--- config.mk ---
export PLATFORM = sky130hd
export DESIGN_NAME = ps2_keypad_rx
export DESIGN_NICKNAME = d
export VERILOG_FILES = /design/src/rtl/ps2_pkg.sv /design/src/rtl/ps2_keypad_rx_filter.sv /design/src/rtl/ps2_keypad_rx.sv
export SDC_FILE = /design/constraint.sdc
export NUM_CORES = 1
export LEC_CHECK = 0
export ABC_CLOCK_PERIOD_IN_PS = 7850
export CORE_MARGIN = 5
export CORE_UTILIZATION = 40
export DETAILED_ROUTE_END_ITERATION = 10
export PLACE_DENSITY = 0.66
export SLEW_MARGIN = 20
export SYNTH_ARGS = -nofsm -noshare
export SYNTH_HDL_FRONTEND = slang
export SYNTH_SLANG_ARGS = --single-unit
export TNS_END_PERCENT = 20
--- constraint.sdc ---
create_clock -name clk -period 7.85 [get_ports clk]
set_input_delay 1.57 -clock clk [delete_from_list [all_inputs] [get_ports clk]]
set_output_delay 1.57 -clock clk [all_outputs]
set_load 0.02 [all_outputs]
--- src/rtl/ps2_pkg.sv ---
// ps2_pkg
// Shared definitions for the PS/2 keypad receiver: frame FSM state type,
// the scancodes the keypad path cares about, the key codes handed to the
// CPU, and the scancode-to-key-code mapping function.
package ps2_pkg;

  typedef enum logic [1:0] {
    IDLE,
    DATA,
    PARITY,
    STOP
  } ps2_state_t;

  // Prefix bytes
  localparam logic [7:0] SC_BREAK = 8'hF0;
  localparam logic [7:0] SC_EXT   = 8'hE0;

  // Make codes for digits 0-9
  localparam logic [7:0] SC_0 = 8'h45;
  localparam logic [7:0] SC_1 = 8'h16;
  localparam logic [7:0] SC_2 = 8'h1E;
  localparam logic [7:0] SC_3 = 8'h26;
  localparam logic [7:0] SC_4 = 8'h25;
  localparam logic [7:0] SC_5 = 8'h2E;
  localparam logic [7:0] SC_6 = 8'h36;
  localparam logic [7:0] SC_7 = 8'h3D;
  localparam logic [7:0] SC_8 = 8'h3E;
  localparam logic [7:0] SC_9 = 8'h46;

  // Make codes for letters A-F
  localparam logic [7:0] SC_A = 8'h1C;
  localparam logic [7:0] SC_B = 8'h32;
  localparam logic [7:0] SC_C = 8'h21;
  localparam logic [7:0] SC_D = 8'h23;
  localparam logic [7:0] SC_E = 8'h24;
  localparam logic [7:0] SC_F = 8'h2B;

  localparam logic [7:0] SC_ENTER = 8'h5A;
  localparam logic [7:0] SC_BKSP  = 8'h66;

  localparam logic [4:0] KEY_ENTER = 5'd16;
  localparam logic [4:0] KEY_BKSP  = 5'd17;

  // Returns {hit, key_code}; hit=0 means the byte is not a keypad key.
  function automatic logic [5:0] map_scancode(input logic [7:0] sc);
    logic [5:0] res;
    res = 6'd0;
    case (sc)
      SC_0:     res = {1'b1, 5'd0};
      SC_1:     res = {1'b1, 5'd1};
      SC_2:     res = {1'b1, 5'd2};
      SC_3:     res = {1'b1, 5'd3};
      SC_4:     res = {1'b1, 5'd4};
      SC_5:     res = {1'b1, 5'd5};
      SC_6:     res = {1'b1, 5'd6};
      SC_7:     res = {1'b1, 5'd7};
      SC_8:     res = {1'b1, 5'd8};
      SC_9:     res = {1'b1, 5'd9};
      SC_A:     res = {1'b1, 5'd10};
      SC_B:     res = {1'b1, 5'd11};
      SC_C:     res = {1'b1, 5'd12};
      SC_D:     res = {1'b1, 5'd13};
      SC_E:     res = {1'b1, 5'd14};
      SC_F:     res = {1'b1, 5'd15};
      SC_ENTER: res = {1'b1, KEY_ENTER};
      SC_BKSP:  res = {1'b1, KEY_BKSP};
      default:  res = 6'd0;
    endcase
    return res;
  endfunction

endpackage

--- src/rtl/ps2_keypad_rx_filter.sv ---
// ps2_line_filter
// Conditions one raw PS/2 pin: a 2-FF synchronizer followed by a glitch
// filter whose output only changes after FILTER_LEN consecutive
// synchronized samples disagree with it.
// Ports:
//   clk      - system clock
//   rst      - synchronous active-high reset (output forced to 1)
//   line_in  - raw asynchronous pin
//   line_out - filtered, synchronous line level
module ps2_line_filter #(
  parameter int FILTER_LEN = 8
) (
  input  logic clk,
  input  logic rst,
  input  logic line_in,
  output logic line_out
);

  localparam int CW = $clog2(FILTER_LEN + 1);

  logic          sync_1;
  logic          sync_2;
  logic [CW-1:0] run_cnt;

  // Synchronize the pin, then count how long the synchronized level has
  // disagreed with the filtered level; any agreeing sample restarts the run.
  // Everything idles high so a frame in flight at reset is ignored until
  // the line genuinely changes again.
  always_ff @(posedge clk) begin
    if (rst) begin
      sync_1   <= 1'b1;
      sync_2   <= 1'b1;
      run_cnt  <= '0;
      line_out <= 1'b1;
    end else begin
      sync_1 <= line_in;
      sync_2 <= sync_1;
      if (sync_2 == line_out) begin
        run_cnt <= '0;
      end else if (run_cnt == CW'(FILTER_LEN - 1)) begin
        line_out <= sync_2;
        run_cnt  <= '0;
      end else begin
        run_cnt <= run_cnt + 1'b1;
      end
    end
  end

endmodule

--- src/rtl/ps2_keypad_rx.sv ---
// ps2_keypad_rx
// PS/2 keyboard receiver for the CPU keyboard IO path. Filters the PS/2
// lines, deframes 11-bit frames with odd parity, drops break/extended
// prefixes and release codes, maps keypad make codes to 5-bit key codes
// and buffers them in a small FIFO drained by a one-cycle pop strobe.
// Ports:
//   clk, rst            - clock, synchronous active-high reset
//   ps2_clk, ps2_data   - raw asynchronous PS/2 pins
//   pop                 - consume head entry (ignored when empty)
//   key_valid           - FIFO not empty
//   key_code            - head entry (0 when empty)
//   key_count           - FIFO occupancy
//   overflow            - sticky, a code was dropped on full
//   err_count           - saturating parity/stop/timeout error count
module ps2_keypad_rx
  import ps2_pkg::*;
#(
  parameter int FILTER_LEN  = 8,
  parameter int FIFO_DEPTH  = 4,
  parameter int TIMEOUT_CYC = 20000
) (
  input  logic                          clk,
  input  logic                          rst,
  input  logic                          ps2_clk,
  input  logic                          ps2_data,
  input  logic                          pop,
  output logic                          key_valid,
  output logic [4:0]                    key_code,
  output logic [$clog2(FIFO_DEPTH):0]   key_count,
  output logic                          overflow,
  output logic [7:0]                    err_count
);

  localparam int AW = $clog2(FIFO_DEPTH);
  localparam int TW = $clog2(TIMEOUT_CYC + 1);
  localparam logic [AW:0] DEPTH_L = (AW + 1)'(FIFO_DEPTH);

  logic clk_filt, data_filt, clk_prev, fall;

  ps2_line_filter #(.FILTER_LEN(FILTER_LEN)) u_clk_filter (
    .clk(clk), .rst(rst), .line_in(ps2_clk), .line_out(clk_filt)
  );

  ps2_line_filter #(.FILTER_LEN(FILTER_LEN)) u_data_filter (
    .clk(clk), .rst(rst), .line_in(ps2_data), .line_out(data_filt)
  );

  assign fall = clk_prev & ~clk_filt;

  ps2_state_t      state, state_next;
  logic [2:0]      bit_cnt;
  logic [7:0]      shift_reg;
  logic            parity_bit;
  logic [TW-1:0]   to_cnt;
  logic            frame_ok, frame_err, timeout;
  logic [7:0]      rx_byte;
  logic            rx_strobe;
  logic            brk, ext;
  logic [5:0]      map_res;
  logic            push, do_pop, full, wr_en;
  logic [4:0]      mem [FIFO_DEPTH];
  logic [AW-1:0]   wr_ptr, rd_ptr;
  logic [AW:0]     fifo_cnt;

  // Frame state register.
  always_ff @(posedge clk) begin
    if (rst) state <= IDLE;
    else     state <= state_next;
  end

  // Frame sequencing: every step is taken on a filtered clock fall, except
  // the timeout which abandons a stalled frame. Parity is odd over the
  // eight data bits plus the parity bit.
  always_comb begin
    state_next = state;
    frame_ok   = 1'b0;
    frame_err  = 1'b0;
    timeout    = 1'b0;
    if (state != IDLE && !fall && to_cnt == TW'(TIMEOUT_CYC - 1)) begin
      timeout    = 1'b1;
      state_next = IDLE;
    end else if (fall) begin
      case (state)
        IDLE:    if (!data_filt) state_next = DATA;
        DATA:    if (bit_cnt == 3'd7) state_next = PARITY;
        PARITY:  state_next = STOP;
        STOP: begin
          state_next = IDLE;
          if (data_filt && (^{shift_reg, parity_bit})) frame_ok = 1'b1;
          else                                         frame_err = 1'b1;
        end
        default: state_next = IDLE;
      endcase
    end
  end

  // Frame datapath: edge detect, bit shifting (LSB first), stall counter
  // and the one-cycle strobe that hands a good byte to the decoder.
  always_ff @(posedge clk) begin
    if (rst) begin
      clk_prev   <= 1'b1;
      bit_cnt    <= '0;
      shift_reg  <= '0;
      parity_bit <= 1'b0;
      to_cnt     <= '0;
      rx_byte    <= '0;
      rx_strobe  <= 1'b0;
    end else begin
      clk_prev  <= clk_filt;
      rx_strobe <= frame_ok;
      if (frame_ok) rx_byte <= shift_reg;
      if (state == IDLE || fall) to_cnt <= '0;
      else                       to_cnt <= to_cnt + 1'b1;
      if (fall) begin
        case (state)
          IDLE: bit_cnt <= '0;
          DATA: begin
            shift_reg <= {data_filt, shift_reg[7:1]};
            bit_cnt   <= bit_cnt + 1'b1;
          end
          PARITY:  parity_bit <= data_filt;
          default: ;
        endcase
      end
    end
  end

  // Decoder: prefixes only set flags; a byte following F0 is a release.
  // E0 5A lands on the same Enter code as the main Enter key, so ext only
  // needs tracking and clearing.
  assign map_res = map_scancode(rx_byte);
  assign push    = rx_strobe && rx_byte != SC_BREAK && rx_byte != SC_EXT &&
                   !brk && map_res[5];

  always_ff @(posedge clk) begin
    if (rst) begin
      brk <= 1'b0;
      ext <= 1'b0;
    end else if (rx_strobe) begin
      if (rx_byte == SC_BREAK) begin
        brk <= 1'b1;
      end else if (rx_byte == SC_EXT) begin
        ext <= 1'b1;
      end else if (brk) begin
        brk <= 1'b0;
        ext <= 1'b0;
      end else if (ext) begin
        ext <= 1'b0;
      end
    end
  end

  // Error counter saturates so software can tell "many" from wraparound.
  always_ff @(posedge clk) begin
    if (rst)                                             err_count <= '0;
    else if ((frame_err || timeout) && err_count != 8'hFF) err_count <= err_count + 1'b1;
  end

  // FIFO: a simultaneous pop frees the slot, so a push into a full FIFO
  // still lands when the CPU pops in the same cycle.
  assign do_pop = pop && key_valid;
  assign full   = (fifo_cnt == DEPTH_L);
  assign wr_en  = push && (!full || do_pop);

  always_ff @(posedge clk) begin
    if (wr_en) mem[wr_ptr] <= map_res[4:0];
  end

  // FIFO pointers, occupancy and the sticky overflow flag.
  always_ff @(posedge clk) begin
    if (rst) begin
      wr_ptr   <= '0;
      rd_ptr   <= '0;
      fifo_cnt <= '0;
      overflow <= 1'b0;
    end else begin
      if (wr_en)  wr_ptr <= wr_ptr + 1'b1;
      if (do_pop) rd_ptr <= rd_ptr + 1'b1;
      case ({wr_en, do_pop})
        2'b10:   fifo_cnt <= fifo_cnt + 1'b1;
        2'b01:   fifo_cnt <= fifo_cnt - 1'b1;
        default: ;
      endcase
      if (push && full && !do_pop) overflow <= 1'b1;
    end
  end

  assign key_valid = (fifo_cnt != '0);
  assign key_code  = key_valid ? mem[rd_ptr] : 5'd0;
  assign key_count = fifo_cnt;

endmodule

Yosys cells after proc, flatten, opt, wreduce, memory -nomap -nowiden
Memory sizes are Yosys's and may differ from the RTL's. A register that Yosys moved wholly into a read port is not among the register bits.
Cells that the tools add are included.
{ "totals": {"reg_bits": 70, "ram_bits": 20, "memories": 1} }
{ "classes": {"n_addsub": 9, "n_eq_ne": 38, "muxes": 22, "n_bitwise": 4, "n_reduce_logical": 36} }
{ "memory_table": {"columns": ["name", "depth", "width", "rd", "rd_ports_with_merged_regs", "wr", "line_no", "rtl"], "rows": [
  ["mem", 4, 5, 1, 1, 1, "ps2_keypad_rx.sv:61", "logic [4:0] mem [FIFO_DEPTH];"]
]} }
{ "op_table": {"columns": ["cell", "n"], "rows": [
  ["case mux 6 bit (18 select lines)", 1],
  ["== test 8 x 6 -> 1 bit (second input constant)", 11],
  ["== test 8 x 7 -> 1 bit (second input constant)", 4],
  ["== test 8 x 5 -> 1 bit (second input constant)", 3],
  ["inequality test 8 bit (second input constant)", 3],
  ["== test 8 bit (second input constant)", 2],
  ["adder 15 x 1 -> 15 bit (second input constant)", 1],
  ["== test 15 bit (second input constant)", 1],
  ["two-way mux 1 bit", 13],
  ["logical AND 1 bit", 12],
  ["case mux 3 bit (2 select lines)", 2],
  ["AND reduction 2 bit", 6],
  ["XOR reduction 9 bit", 1],
  ["adder 4 x 1 -> 4 bit (second input constant)", 2],
  ["adder 8 x 1 -> 8 bit (second input constant)", 1],
  ["== test 4 x 3 -> 1 bit (second input constant)", 2],
  ["two-way mux 2 bit", 4],
  ["case mux 2 bit (4 select lines)", 1],
  ["adder 3 x 1 -> 3 bit (second input constant)", 2],
  ["== test 2 bit (second input constant)", 3],
  ["== test 3 bit (second input constant)", 2],
  ["inequality test 2 bit (second input constant)", 3],
  ["nonzero test 2 bit", 3],
  ["OR reduction 3 bit", 2],
  ["other kinds (13)", 24]
]} }

Logic depth before layout (Yosys ltp)
Gate-level depths: netlist of run 1.
{ "depth": {"ltp_word": 8, "mapped_depth": 11, "mapped_depth_nobuf": 9} }

Hierarchy
A second synthesis of run 1 with hierarchy kept.
{ "hier_totals": {"cells_unflattened": 457, "hier_area_um2": 4451.8} }
{ "by_module_without_submodules": {"columns": ["module", "n_inst", "cells_per_inst", "area_per_inst_um2", "seq_area_each_um2"], "rows": [
  ["ps2_keypad_rx", 1, 409, 3953.8, 1761.7],
  ["ps2_line_filter", 2, 24, 249.0, 140.1]
]} }

Least setup slack after synthesis of run 1
OpenSTA, ideal clock, no wires.
{ "synth_path": {"kind": "input-to-reg", "from": "in pop", "to": "reg fifo_cnt[0], in the netlist key_count[0]", "t_arrival_ps": 2869, "t_required_ps": 7727, "slack_ps": 4858, "cell_stages": 4, "path_buffers": 0, "cell_sequence": "nor4b_1 -> nor2_1 -> mux2i_1 -> mux2_1"} }
{ "synth_between": {"elab_chain_len": 5, "word_cells_on_any_way": 7, "classes_between": "eq/ne: 2; mux: 1; reduce/logical: 4"} }
{ "synth_lines": {"columns": ["element", "line_no", "rtl"], "rows": [
  ["start: declaration", "ps2_keypad_rx.sv:26", "input logic pop,"],
  ["logical AND 1 bit *", "ps2_keypad_rx.sv:161", "assign do_pop = pop && key_valid;"],
  ["logical OR 1 bit", "ps2_keypad_rx.sv:163", "assign wr_en = push && (!full || do_pop);"],
  ["logical AND 1 bit", "ps2_keypad_rx.sv:163", null],
  ["== test 2 x 1 -> 1 bit / == test 2 bit (equally long branches)", "ps2_keypad_rx.sv:179", "case ({wr_en, do_pop})"],
  ["case mux 3 bit (2 select lines) / nonzero test 2 bit (equally long branches)", null, null],
  ["end signal: assignment", "ps2_keypad_rx.sv:180", "2'b10: fifo_cnt <= fifo_cnt + 1'b1;"],
  ["end signal: assignment", "ps2_keypad_rx.sv:181", "2'b01: fifo_cnt <= fifo_cnt - 1'b1;"],
  ["end: declaration", "ps2_keypad_rx.sv:63", "logic [AW:0] fifo_cnt;"]
]} }
Every way passes the cells marked *; elsewhere a longest branch is shown, timed or not.
A chain may end at the register's enable or synchronous reset.

==> results.sh, run 1 <==
export IMPL_synthMuxAreaShare_pct=5.72
export IMPL_synth_fp_nets=466
export IMPL_status="finished clean"
export IMPL_overflow=0
export IMPL_antenna_left=0
export IMPL_final_max_slew_viol_count=0
export IMPL_cp_cell_sequence="mux4_2 -> and2_1 -> clkdlybuf4s50_1"
export IMPL_first_iter_violations=202
export IMPL_fin_tns_setup_ns=0
export IMPL_power_density_nw_per_um2=164
export IMPL_place_port_buffers=22
export IMPL_die_area_um2=13300
export IMPL_synth_edf_count=20
export IMPL_p_leak_nw=1.64
export IMPL_core_area_um2=10800
export IMPL_slew_headroom_pct=38.0
export IMPL_p_seq_share_pct=60.4
export IMPL_internal_power_mw=0.634
export IMPL_combPwrFrac_pct=1.1
export IMPL_setup_viol=0
export IMPL_hold_worst_slack_ns=0.414
export IMPL_syn_avg_cell_area_um2=9.96
export IMPL_cts_sinks=92
export IMPL_cts_clk_slew_worst_paths_ns=0.09
export IMPL_place_congestion=0.770
export IMPL_vias=3079
export IMPL_cpMaxStageDelayCell="clkdlybuf4s50_1"
export IMPL_synthesis_area_um2=4440
export IMPL_seq_area_frac_synth_pct=46.0
export IMPL_cp_num_buf_inv=1
export IMPL_wl_mm=7.78
export IMPL_dieHeight_um=115
export IMPL_cts_root_buf="clkbuf_8"
export IMPL_synth_warnings=0
export IMPL_synthDistinctLibCells=62
export IMPL_period_minus_slack_ns=3.66
export IMPL_largestRegisters="mem x20, to_cnt x15"
export IMPL_finalClockSkew_ns=0.0130
export IMPL_n_antenna_cell=0
export IMPL_synth_ff_type="dfxtp_1"
export IMPL_crit_type="reg2out"
export IMPL_synth_compound_area_share_pct=9.55
export IMPL_switching_share_pct=20.6
export IMPL_regMostFlops="mem"
export IMPL_wire_per_inst_um=13.0
export IMPL_die_w_um=115
export IMPL_antenna_found_initial=0
export IMPL_worstPathMaxFanout=5
export IMPL_grt_pass1_vias=2991
export IMPL_holdPathStages=1
export IMPL_synth_xor_xnor_area_share_pct=6.62
export IMPL_maxCapViolations=0
export IMPL_synthAdderAreaFrac_pct=4.39
export IMPL_rsz0062_at_grt="no"
export IMPL_hold_class="reg2reg"
export IMPL_p_switching_mw=0.165
export IMPL_syn2layout_area_growth_pct=9.86
export IMPL_clk_latency_ns=0.36
export IMPL_cp_top_family="buffers and inverters"
export IMPL_ys_ff_latch=92
export IMPL_final_nets=474
export IMPL_synth_top_family_by_area="simple AND/OR/NAND/NOR gates"
export IMPL_p_clk_share_pct=38.6
export IMPL_worstPathArrival_ns=2.09
export IMPL_largest_register_ff_count=20
export IMPL_fmax_mhz=273
export IMPL_rows=38
export IMPL_htreeDepth=3
export IMPL_grt_pass1_wl_mm=13.7
export IMPL_hold_viol_final=0
export IMPL_worstPathRequired_ns=6.28
export IMPL_finalCritPeriodShare_pct=46.6
export IMPL_cts_resized=0
export IMPL_start_util_pct=41.0
export IMPL_viasPerCell=5.15
export IMPL_max_stage_delay_ns=0.54
export IMPL_post_cts_buffers=0
export IMPL_num_io_pins=23
export IMPL_ctsHoldBuffers=0
export IMPL_cts_tree="yes"
export IMPL_drtPass1Iterations=4
export IMPL_synthSimpleGateAreaFrac_pct=23.3
export IMPL_grt_max_degree=56
export IMPL_path_depth=3
export IMPL_layout_drive_gt1_share_pct=8.52
export IMPL_synthArstFlopShare_pct=0
export IMPL_cts_buffers=9
export IMPL_drc=0
export IMPL_reg2regPathDepth=8
export IMPL_synthCells=446
export IMPL_hpwl_mm=5.39
export IMPL_clockBufferDepth=2
export IMPL_critPathCaptureType="output port"
export IMPL_fill_cells=1051
export IMPL_startpoint_type="register"
export IMPL_worst_slew_pin_slew_ns=0.930
export IMPL_peakVddDrop_mv=0.0889
export IMPL_grtUsageTotal_pct=12.8
==> Yosys cell counts, drive strengths merged (6+ instances only) <==
cell,n,area share (%)
a21oi,24,2.7
and2,12,1.7
and3,6,0.84
buf,12,2.3
clkbuf,13,1.1
dfxtp,72,32
edfxtp,20,14
ha,14,3.9
inv,13,1.1
mux2i,13,2.9
nand2,27,2.3
nand2b,6,0.84
nand3,17,1.9
nand4,9,1.3
nor2,54,4.6
nor3,7,0.79
nor3b,6,1.0
o21ai,7,0.79
or2,6,0.84
or4,7,1.2
xnor2,16,3.2
xor2,15,3.0
==> through the flow <==
step	power [mW]	utilization, %	cells	cell area, um2	worst slack (ns)
2_1_floorplan	0.500	-	446	4440	4.86
3_3_place_gp	0.502	43.2	583	4680	4.27
3_5_place_dp	0.502	43.2	583	4680	4.27
4_1_cts	0.814	45.0	598	4880	4.13
5_1_grt	0.835	45.0	598	4880	4.06
6_report	0.799	45.0	598	4880	4.19
==> kinds of logic after synthesis <==
group                      after synthesis
AOI/OAI and AO/OA                       60
DFF                                     92
adders and majority gates               15
xor gates and xnor gates                32
muxes                                   19
and+or+nand+nor                        190
buffers and inverters                   38
==> power groups by stage <==
| stage | registers, mW | logic [mW] | clock network, mW |
|---|---|---|---|
| 2_1_floorplan | 0.493 | 0.00665 | 0 |
| 3_3_place_gp | 0.493 | 0.00855 | 0 |
| 3_5_place_dp | 0.493 | 0.00867 | 0 |
| 4_1_cts | 0.482 | 0.00867 | 0.323 |
| 5_1_grt | 0.483 | 0.00947 | 0.343 |
| 6_report | 0.482 | 0.00842 | 0.308 |
==> placed cells by master (no fill, tap or decap), types with 7 or more instances in the layout <==
master            n
xnor2_1          16
clkbuf_8         13
a21oi_1          24
nand4_1           9
xor2_1           15
or4_1             7
nand2_1          27
and2_1           11
inv_1            13
mux2i_1          13
clkdlybuf4s50_1  21
edfxtp_1         20
nor3_1            7
ha_1             14
dfxtp_1          72
nor2_1           54
nand3_1          17
==> layer usage <==
layer	global-route usage [%]	share of wire, %
met1	16.4	49
met4	7.04	1.4
met2	19.9	47
met5	0	0
met3	2.89	2.7
==> path summary, 6_finish.rpt <==
check,slack (ns),from,to
worst max register to register,4.63,rx_byte[1],key_count[2]
worst max-delay path,4.19,register,key_code[2]
worst min register to register,0.41,u_data_filter.sync_1,u_data_filter.sync_2
worst min-delay path,0.41,u_data_filter.sync_1,u_data_filter.sync_2
==> worst reg2reg max path, delay by kind of cell (launching register included) <==
family / cells / cell delay, ns
flip-flops: 1 / 0.69
AO/OA/AOI/OAI: 3 / 0.78
adder cells (fa/ha/maj): 1 / 0.43
AND/OR/NAND/NOR: 4 / 1.27
==> area by class of cell <==
type | instances | area (um2) | share of cell area (%)
inverter | 13 | 48.8 | 1.00
timing repair buffer | 22 | 215 | 4.41
clock inverter | 2 | 17.5 | 0.359
multi-input combinational | 316 | 2200 | 45.1
clock buffer | 13 | 179 | 3.67
sequential | 92 | 2040 | 41.8
tap | 140 | 175 | 3.59
Power figures use the tool's default switching activity.
==> inputs of run 2 (changes only) <==
- ABC_CLOCK_PERIOD_IN_PS: 7850 -> 3600
- clock period: 7.85 -> 3.6 ns (I/O delays scaled with it)
==> run 2 against run 1 <==
Net effect: register-to-register slack worse by 4.1 ns; first-iteration DRC count down 0.99%; clock-buffer cell count unchanged; via count up 0.62%; sequential cell count unchanged.
==> results.sh, run 2 (synthesized netlist as in run 1, its figures left out) <==
export IMPL_status="finished clean"
export IMPL_finalClockSkew_ns=0.00796
export IMPL_antenna_found_initial=0
export IMPL_largest_register_ff_count=20
export IMPL_startpoint_type="register"
export IMPL_maxCapViolations=0
export IMPL_rsz0062_at_grt="no"
export IMPL_drc=0
export IMPL_setup_viol=0
export IMPL_start_util_pct=41.0
export IMPL_core_area_um2=10800
export IMPL_vias=3098
export IMPL_cts_resized=0
export IMPL_peakVddDrop_mv=0.217
export IMPL_wl_mm=7.97
export IMPL_multi_input_area_um2=2200
export IMPL_setup_ws_ns=0.489
export IMPL_cts_buffers=9
export IMPL_dieHeight_um=115
export IMPL_final_max_slew_viol_count=0
export IMPL_n_antenna_cell=0
export IMPL_htreeDepth=3
export IMPL_regMostFlops="mem"
export IMPL_post_cts_buffers=0
export IMPL_hold_viol_final=0
export IMPL_p_seq_share_pct=60.3
export IMPL_clk_latency_ns=0.37
export IMPL_largestRegisters="mem x20, to_cnt x15"
export IMPL_place_port_buffers=22
export IMPL_overflow=0
export IMPL_crit_type="reg2reg"
export IMPL_antenna_left=0
export IMPL_max_stage_delay_ns=0.71
export IMPL_clockBufferDepth=2
export IMPL_cts_sinks=92
export IMPL_rows=38
export IMPL_worst_slew_pin_slew_ns=0.916
export IMPL_power_density_nw_per_um2=357
export IMPL_internal_power_mw=1.38
export IMPL_cp_cell_sequence="nor3b_1 -> o2111ai_1 -> o21a_1 -> a31oi_4 -> nor2_1 -> fa_1 -> or4b_1 -> nand4b_1"
export IMPL_final_common_cell="dfxtp_1"
export IMPL_hpwl_mm=5.56
export IMPL_cts_root_buf="clkbuf_8"
export IMPL_period_minus_slack_ns=3.11
export IMPL_fin_tns_setup_ns=0
export IMPL_final_nets=474
export IMPL_p_switching_mw=0.362
export IMPL_viasPerCell=5.18
export IMPL_worstPathMaxFanout=19
export IMPL_p_leak_nw=1.65
export IMPL_worstPathArrival_ns=3.42
export IMPL_drtPass1Iterations=4
export IMPL_grtUsageTotal_pct=12.7
export IMPL_hold_class="reg2reg"
export IMPL_fill_cells=1033
export IMPL_fmax_mhz=321
export IMPL_layout_drive_gt1_share_pct=8.52
export IMPL_cp_num_buf_inv=0
export IMPL_num_io_pins=23
export IMPL_first_iter_violations=200
export IMPL_grt_pass1_vias=2897
export IMPL_grt_pass1_wl_mm=13.4
export IMPL_wire_per_inst_um=13.3
export IMPL_regArea_um2=2040
export IMPL_final_cell_mix="dfxtp_1 (72), nor2_1 (54), nand2_1 (27)"
export IMPL_place_congestion=0.834
export IMPL_grt_max_degree=56
export IMPL_critPathCaptureType="register"
export IMPL_cp_top_family="simple AND/OR/NAND/NOR gates"
export IMPL_cpMaxStageDelayCell="dfxtp_1"
export IMPL_combPwrFrac_pct=1.1
export IMPL_slew_headroom_pct=39.0
export IMPL_die_w_um=115
export IMPL_ctsHoldBuffers=0
export IMPL_die_area_um2=13300
export IMPL_p_clk_share_pct=38.7
export IMPL_finalCritPeriodShare_pct=86.4
export IMPL_syn2layout_area_growth_pct=9.83
export IMPL_cts_tree="yes"
export IMPL_switching_share_pct=20.8
export IMPL_cts_clk_slew_worst_paths_ns=0.09
export IMPL_post_place_ws_ns=0.527
export IMPL_worstPathRequired_ns=3.91
-- run 2: changes by cell type in the layout (fill, tap and decap cells not counted), sizes merged --
cell and delta:
clkinv -2, clkinvlp +1, inv +1
-- run 2: power groups by stage --
stage	registers, mW	logic, mW	clock network (mW)
finish	1.05	0.0184	0.675
global route	1.05	0.0207	0.747
CTS	1.05	0.0185	0.705
global placement	1.08	0.0183	0
floorplan	1.08	0.0145	0
detailed placement	1.08	0.0185	0
-- run 2: area by class of cell --
| type | instances | area share (%) |
|---|---|---|
| clock inverter | 2 | 0.333 |
| sequential | 92 | 41.8 |
| timing repair buffer | 22 | 4.41 |
| tap | 140 | 3.59 |
| inverter | 13 | 1.00 |
| clock buffer | 13 | 3.67 |
| multi-input combinational | 316 | 45.2 |
-- run 2: path summary, 6_finish.rpt --
kind	from	end	slack (ns)	cells after the start
max	rx_byte[1]	key_count[2]	0.49	8
min	u_data_filter.sync_1	u_data_filter.sync_2	0.42	1
max reg2reg	rx_byte[1]	key_count[2]	0.49	8
min reg2reg	u_data_filter.sync_1	u_data_filter.sync_2	0.42	1
-- run 2: worst reg2reg max path, cell delays in order, from the launching register on --
cell	delay (ns)
dfxtp_1	0.71
nor3b_1	0.46
o2111ai_1	0.23
o21a_1	0.23
a31oi_4	0.27
nor2_1	0.10
fa_1	0.42
or4b_1	0.55
nand4b_1	0.11
-- run 2: per-stage QoR --
stage | power [mW] | std cells | area, um2 | util, % | hold slack (ns)
3_3_place_gp | 1.09 | 583 | 4680 | 43.2 | 0.397
6_report | 1.74 | 598 | 4880 | 45.0 | 0.424
3_5_place_dp | 1.09 | 583 | 4680 | 43.2 | 0.400
5_1_grt | 1.82 | 598 | 4880 | 45.0 | 0.433
4_1_cts | 1.77 | 598 | 4880 | 45.0 | 0.426
2_1_floorplan | 1.09 | 446 | 4440 | - | 0.389
-- run 2: per-layer routing --
layer,GRT usage (%),vias up,routed length (um)
met2,19.5,38,3670
li1,-,1585,-
met5,0,-,0
met3,3.00,14,250
met4,7.12,0,203
met1,16.3,1461,3840
